[src/rtl/ups_pkg.sv]
// ups_pkg: shared types and default constants for the UPS converter
// interfaces (ADC read path and DAC write path).
//   ad_state_t      - ADC read sequencer states
//   UPS_AD_*        - default timing/width parameters
//   ad_spi_active() - true while the SPI frame (CS_N low) is in progress
package ups_pkg;

  typedef enum logic [2:0] {
    AD_INIT     = 3'd0,
    AD_CONV     = 3'd1,
    AD_CS_START = 3'd2,
    AD_RCV      = 3'd3,
    AD_DONE     = 3'd4
  } ad_state_t;

  localparam int unsigned UPS_AD_CLK_DIV     = 4;
  localparam int unsigned UPS_AD_CONV_CYCLES = 100;
  localparam int unsigned UPS_AD_DATA_W      = 16;

  // States in which the ADC is selected and SCLK is driven.
  function automatic logic ad_spi_active(input ad_state_t s);
    logic act;
    case (s)
      AD_CS_START, AD_RCV, AD_DONE: act = 1'b1;
      default:                      act = 1'b0;
    endcase
    return act;
  endfunction

endpackage

[src/rtl/ups_sclk_gen.sv]
// ups_sclk_gen: enable-gated SPI clock divider.
//   clk_i   - system clock
//   rst_ni  - asynchronous active-low reset
//   en_i    - run the divider; when low, sclk returns to 1 and the divider clears
//   sclk_o  - registered SPI clock, idles high, half-period CLK_DIV clk cycles
//   rise_o  - high in the cycle whose closing edge drives sclk 0->1
//   fall_o  - high in the cycle whose closing edge drives sclk 1->0
// The strobes do not depend on en_i, so a client may drop en_i in reaction to
// a strobe: sclk then stays high instead of toggling.
module ups_sclk_gen
  import ups_pkg::*;
#(
  parameter int unsigned CLK_DIV = UPS_AD_CLK_DIV
) (
  input  logic clk_i,
  input  logic rst_ni,
  input  logic en_i,
  output logic sclk_o,
  output logic rise_o,
  output logic fall_o
);

  localparam int unsigned DIV_W = $clog2(CLK_DIV);

  logic [DIV_W-1:0] div_q, div_d;
  logic             sclk_q, sclk_d;
  logic             tick_s;

  // The divider is held at 0 while disabled and CLK_DIV >= 2, so no tick then.
  assign tick_s = (div_q == DIV_W'(CLK_DIV - 1));
  assign rise_o = tick_s & ~sclk_q;
  assign fall_o = tick_s & sclk_q;
  assign sclk_o = sclk_q;

  always_comb begin
    div_d  = div_q;
    sclk_d = sclk_q;
    if (!en_i) begin
      div_d  = '0;
      sclk_d = 1'b1;
    end else if (tick_s) begin
      div_d  = '0;
      sclk_d = ~sclk_q;
    end else begin
      div_d  = div_q + DIV_W'(1);
    end
  end

  always_ff @(posedge clk_i or negedge rst_ni) begin
    if (!rst_ni) begin
      div_q  <= '0;
      sclk_q <= 1'b1;
    end else begin
      div_q  <= div_d;
      sclk_q <= sclk_d;
    end
  end

endmodule

[src/rtl/ups_ad.sv]
// ups_ad: read interface for a 16-bit SAR ADC with CNV/SPI read-back.
//   clk_i    - system clock
//   rst_ni   - asynchronous active-low reset
//   start_i  - request one conversion (sampled only when idle)
//   busy_o   - high while a conversion/read is in progress
//   dv_o     - one-cycle data-valid strobe
//   data_o   - last converted word, held until the next dv_o
//   sclk_o   - SPI clock to the ADC, idles high
//   din_i    - ADC SDO
//   cnv_o    - conversion start, active high
//   cs_n_o   - ADC chip select, active low
// Sequence: CNV high CONV_CYCLES, CS_N low with SCLK high CLK_DIV cycles,
// 16 full SCLK periods capturing on each rise, CLK_DIV cycles of hold, then dv.
module ups_ad
  import ups_pkg::*;
#(
  parameter int unsigned CLK_DIV     = UPS_AD_CLK_DIV,
  parameter int unsigned CONV_CYCLES = UPS_AD_CONV_CYCLES,
  parameter int unsigned DATA_W      = UPS_AD_DATA_W
) (
  input  logic              clk_i,
  input  logic              rst_ni,
  input  logic              start_i,
  output logic              busy_o,
  output logic              dv_o,
  output logic [DATA_W-1:0] data_o,
  output logic              sclk_o,
  input  logic              din_i,
  output logic              cnv_o,
  output logic              cs_n_o
);

  localparam int unsigned CNT_W = $clog2(CONV_CYCLES);
  localparam int unsigned BIT_W = $clog2(DATA_W + 1);

  ad_state_t         state_q, state_d;
  logic [CNT_W-1:0]  cnt_q, cnt_d;
  logic [BIT_W-1:0]  bit_q, bit_d;
  logic [DATA_W-1:0] shift_q, shift_d;
  logic [DATA_W-1:0] data_q, data_d;
  logic              din_q;
  logic              cnv_q, cs_n_q, busy_q, dv_q;
  logic              cnv_d, cs_n_d, busy_d, dv_d;
  logic              term_s, en_s, rise_s, fall_s;

  // term_s marks the fall strobes that end RCV and DONE; dropping the enable
  // there keeps sclk high and restarts the divider for the next phase.
  assign en_s = ad_spi_active(state_q) & ~term_s;

  ups_sclk_gen #(
    .CLK_DIV(CLK_DIV)
  ) u_sclk_gen (
    .clk_i (clk_i),
    .rst_ni(rst_ni),
    .en_i  (en_s),
    .sclk_o(sclk_o),
    .rise_o(rise_s),
    .fall_o(fall_s)
  );

  always_comb begin
    state_d = state_q;
    cnt_d   = cnt_q;
    bit_d   = bit_q;
    shift_d = shift_q;
    term_s  = 1'b0;
    case (state_q)
      AD_INIT: begin
        if (start_i) begin
          state_d = AD_CONV;
          cnt_d   = CNT_W'(CONV_CYCLES - 1);
        end else begin
          state_d = AD_INIT;
        end
      end
      AD_CONV: begin
        if (cnt_q == '0) begin
          state_d = AD_CS_START;
        end else begin
          cnt_d = cnt_q - CNT_W'(1);
        end
      end
      AD_CS_START: begin
        if (fall_s) begin
          state_d = AD_RCV;
          bit_d   = BIT_W'(DATA_W);
        end else begin
          state_d = AD_CS_START;
        end
      end
      AD_RCV: begin
        if (rise_s) begin
          shift_d = {shift_q[DATA_W-2:0], din_q};
          bit_d   = bit_q - BIT_W'(1);
        end else if (fall_s && (bit_q == '0)) begin
          state_d = AD_DONE;
          term_s  = 1'b1;
        end else begin
          state_d = AD_RCV;
        end
      end
      AD_DONE: begin
        if (fall_s) begin
          state_d = AD_INIT;
          term_s  = 1'b1;
        end else begin
          state_d = AD_DONE;
        end
      end
      default: begin
        state_d = AD_INIT;
      end
    endcase
  end

  // Outputs are derived from the next state so they change on the same edge
  // as the state register.
  always_comb begin
    cnv_d  = (state_d == AD_CONV);
    cs_n_d = ~ad_spi_active(state_d);
    busy_d = (state_d != AD_INIT);
    dv_d   = (state_q == AD_DONE) && (state_d == AD_INIT);
    if (dv_d) begin
      data_d = shift_q;
    end else begin
      data_d = data_q;
    end
  end

  always_ff @(posedge clk_i or negedge rst_ni) begin
    if (!rst_ni) begin
      state_q <= AD_INIT;
      cnt_q   <= '0;
      bit_q   <= '0;
      shift_q <= '0;
      data_q  <= '0;
      din_q   <= 1'b0;
      cnv_q   <= 1'b0;
      cs_n_q  <= 1'b1;
      busy_q  <= 1'b0;
      dv_q    <= 1'b0;
    end else begin
      state_q <= state_d;
      cnt_q   <= cnt_d;
      bit_q   <= bit_d;
      shift_q <= shift_d;
      data_q  <= data_d;
      din_q   <= din_i;
      cnv_q   <= cnv_d;
      cs_n_q  <= cs_n_d;
      busy_q  <= busy_d;
      dv_q    <= dv_d;
    end
  end

  assign busy_o = busy_q;
  assign dv_o   = dv_q;
  assign data_o = data_q;
  assign cnv_o  = cnv_q;
  assign cs_n_o = cs_n_q;

endmodule
[config.mk]
export PLATFORM = sky130hd
export DESIGN_NAME = ups_ad
export DESIGN_NICKNAME = d
export VERILOG_FILES = /design/src/rtl/ups_pkg.sv /design/src/rtl/ups_sclk_gen.sv /design/src/rtl/ups_ad.sv
export SDC_FILE = /design/constraint.sdc
export NUM_CORES = 1
export LEC_CHECK = 0
export ABC_AREA = 1
export CAP_MARGIN = 20
export CELL_PAD_IN_SITES_DETAIL_PLACEMENT = 2
export CELL_PAD_IN_SITES_GLOBAL_PLACEMENT = 2
export CORE_MARGIN = 2
export CORE_UTILIZATION = 37
export DETAILED_ROUTE_END_ITERATION = 10
export PLACE_DENSITY = 0.83
export SLEW_MARGIN = 20
export SYNTH_ARGS = -nofsm -noshare
export SYNTH_HDL_FRONTEND = slang
export SYNTH_SLANG_ARGS = --single-unit
[constraint.sdc]
create_clock -name clk_i -period 3.9 [get_ports clk_i]
set_clock_uncertainty 0.05 [all_clocks]
set_input_delay 0.78 -clock clk_i [delete_from_list [all_inputs] [get_ports clk_i]]
set_output_delay 0.78 -clock clk_i [all_outputs]
set_load 0.02 [all_outputs]
==> results.sh <==
export IMPL_run_status="finished clean"
export IMPL_critPathKind="reg -> out"
export IMPL_power_total_mw=0.991
export IMPL_avgSynthCellArea_sq_um=8.89
export IMPL_fillers=729
export IMPL_globalplace_congestion=0.759
export IMPL_finish_utilization=0.445
export IMPL_io_buffers=24
export IMPL_hp_class="reg -> reg"
export IMPL_routed_wl_um=5670
export IMPL_htreeDepth=2
export IMPL_vdd_ir_drop_max_mv=0.185
export IMPL_drive_above_1_share=0.101
export IMPL_layout_commonest_cell="nand2_1"
export IMPL_finalWorstSetupSlack_ns=1.59
export IMPL_crit_path_start_kind="flip-flop"
export IMPL_maxCapViolations=0
export IMPL_async_flop_share=1.00
export IMPL_rows=29
export IMPL_initial_core_util=0.380
export IMPL_path_clk_slew_ns=0.10
export IMPL_reg2reg_slack_ns=2.11
export IMPL_cts_resized=0
export IMPL_r2r_cells=9
export IMPL_crit_path_end_kind="output port"
export IMPL_syn2layout_area_growth_pct=17.2
export IMPL_slowest_stage="clkdlybuf4s50_1"
export IMPL_yosysTopAreaCell="dfrtp_1"
export IMPL_core_sq_um=6310
export IMPL_gr_total_overflow=0
export IMPL_hold_violations=0
export IMPL_r2r_end="busy_o"
export IMPL_antenna_found_initial=0
export IMPL_die_area_sq_um=7150
export IMPL_slew_limit_headroom=0.473
export IMPL_drv_slew=0
export IMPL_dpl_cell_area_sq_um=2690
export IMPL_layout_common_cells="66 x nand2_1, 53 x dfrtp_1, 38 x inv_1"
export IMPL_design_area_sq_um=2810
export IMPL_cts_root_buf="clkbuf_8"
export IMPL_fin_setup_tns_ns=0
export IMPL_synth_edff_count=0
export IMPL_multi_input_area_sq_um=803
export IMPL_ys_seq_elements=55
export IMPL_cellLeakagePower_nw=1.32
export IMPL_yosysUniqueCellTypes=26
export IMPL_seq_area_frac_synth=0.575
export IMPL_first_global_vias=2056
export IMPL_die_x_um=84.5
export IMPL_cts_tree="done"
export IMPL_cts_num_sinks=55
export IMPL_final_nets=304
export IMPL_ys_warn_count=0
export IMPL_cts_buffers=5
export IMPL_cp_data_arrival_time_ns=1.48
export IMPL_worstMarginPinSlew_ns=0.791
export IMPL_path_max_fanout=4
export IMPL_hpwl_um=4030
export IMPL_syn_area_sq_um=2400
export IMPL_synth_ff_type="dfrtp_1"
export IMPL_hold_end="u_sclk_gen.div_q[0]"
export IMPL_cts_setup_buffers=0
export IMPL_powerDensity_nw_per_um2=352
export IMPL_grt_max_degree=35
export IMPL_required_ns=3.07
export IMPL_seq_area_sq_um=1380
export IMPL_crit_chain="clkdlybuf4s50_1"
export IMPL_vias_per_cell=4.83
export IMPL_max_freq_mhz=434
export IMPL_min_period_ns=2.31
export IMPL_cts_path_max_buffers=2
export IMPL_ctsHoldBuffers=0
export IMPL_postRouteAntennaNets=0
export IMPL_grt_setup_unrepaired="no"
export IMPL_grt_pass1_wl_um=10000
export IMPL_setup_viol=0
export IMPL_routedWlPerCell_um=15.2
export IMPL_yosys_top_cells_area="dfrtp_1 55%, nand2_1 10%, o21ai_1 6.9%"
export IMPL_min_from="u_sclk_gen.div_q[0]"
export IMPL_synth_nets=278
export IMPL_clock_latency_ns=0.31
export IMPL_r2r_start="cnt_q[0]"
export IMPL_io_pins=25
export IMPL_synth_top_area_frac=0.553
export IMPL_path_buf_inv=1
export IMPL_critical_path_max_stage_delay_ns=0.61
export IMPL_place_ws_ns=1.94
export IMPL_syn_inst=270
export IMPL_drc=0
export IMPL_period_share=0.591
export IMPL_vias=1808
export IMPL_n_antenna_cell=0
export IMPL_fp_dieH_um=84.5
export IMPL_drt_iter0_drc=77
export IMPL_whs_path_depth=1
export IMPL_first_pass_iters=2
export IMPL_grt_usage=0.175
export IMPL_cpLargestDelayFamily="buffers and inverters"
cell type report:
type,instances,share of cell area
well taps,77,0.0343
multi-input cells,164,0.286
clock inverters,2,0.0138
flip-flops and latches,55,0.490
inverters,45,0.0601
repair buffers,25,0.0863
clock buffers,6,0.0294
layer usage:
| metal | global-route usage | share of wire | vias up |
|---|---|---|---|
| met4 | 0.0346 | 0.0095 | 0 |
| met5 | 0 | 0 | - |
| li1 | - | - | 895 |
| met2 | 0.304 | 0.51 | 15 |
| met3 | 0.0334 | 0.018 | 5 |
| met1 | 0.230 | 0.46 | 893 |
per-stage QoR:
stage	hold WS (ns)	instances
4_1_cts	0.414	374
3_5_place_dp	0.399	366
6_report	0.412	374
5_1_grt	0.445	374
2_1_floorplan	0.366	270
3_3_place_gp	0.379	366
synth_stat cells (2+ instances only):
cell type and count:
buf_2 3, inv_1 38, dfstp_2 2, xor2_1 2, nand3_1 11, nand2_2 3, o22ai_1 2, nor2_4 2
inv_2 6, ha_1 4, nor3_1 2, nand4_1 3, nand2_4 2, buf_6 3, o21ai_1 33, nand2_1 66
dfrtp_1 53, nor2_2 3, o21ai_0 6, nor2_1 20
flip-flops by register name (all words and copies together) (netlist names):
| register | count |
|---|---|
| data_o | 16 |
| shift_q | 16 |
| cnt_q | 7 |
| bit_q | 5 |
| state_q | 3 |
| u_sclk_gen.div_q | 2 |
| busy_o | 1 |
| cnv_o | 1 |
| cs_n_o | 1 |
| din_q | 1 |
| dv_o | 1 |
| u_sclk_gen.sclk_o | 1 |
worst max-delay path by stage:
stage / end / slack, ns / depth (start not counted) / startpoint
floorplan: busy_o / 2.45 / 9 / cnt_q[0]
global placement: sclk_o / 1.94 / 1 / u_sclk_gen.sclk_o
detailed placement: sclk_o / 1.94 / 1 / u_sclk_gen.sclk_o
CTS: sclk_o / 1.57 / 1 / u_sclk_gen.sclk_o
global route: sclk_o / 1.54 / 1 / u_sclk_gen.sclk_o
finish: sclk_o / 1.59 / 1 / u_sclk_gen.sclk_o
kinds of logic (layout without fill, tap and decap cells):
logic type	after synthesis	in the layout	share of synthesized area
AO/OA/AOI/OAI	43	43	0.0923
XOR/XNOR	3	3	0.0110
adder cells (fa/ha/maj)	4	4	0.0209
buffers and inverters	51	78	0.0907
flip-flops	55	55	0.575
AND/OR/NAND/NOR	114	114	0.211
power breakdown:
| part | internal (mW) | switching, mW |
|---|---|---|
| sequential | 0.570 | 0.000125 |
| combinational | 0.00273 | 0.0115 |
| clock | 0.212 | 0.195 |
| total | 0.785 | 0.206 |
Power figures use the tool's default switching activity.
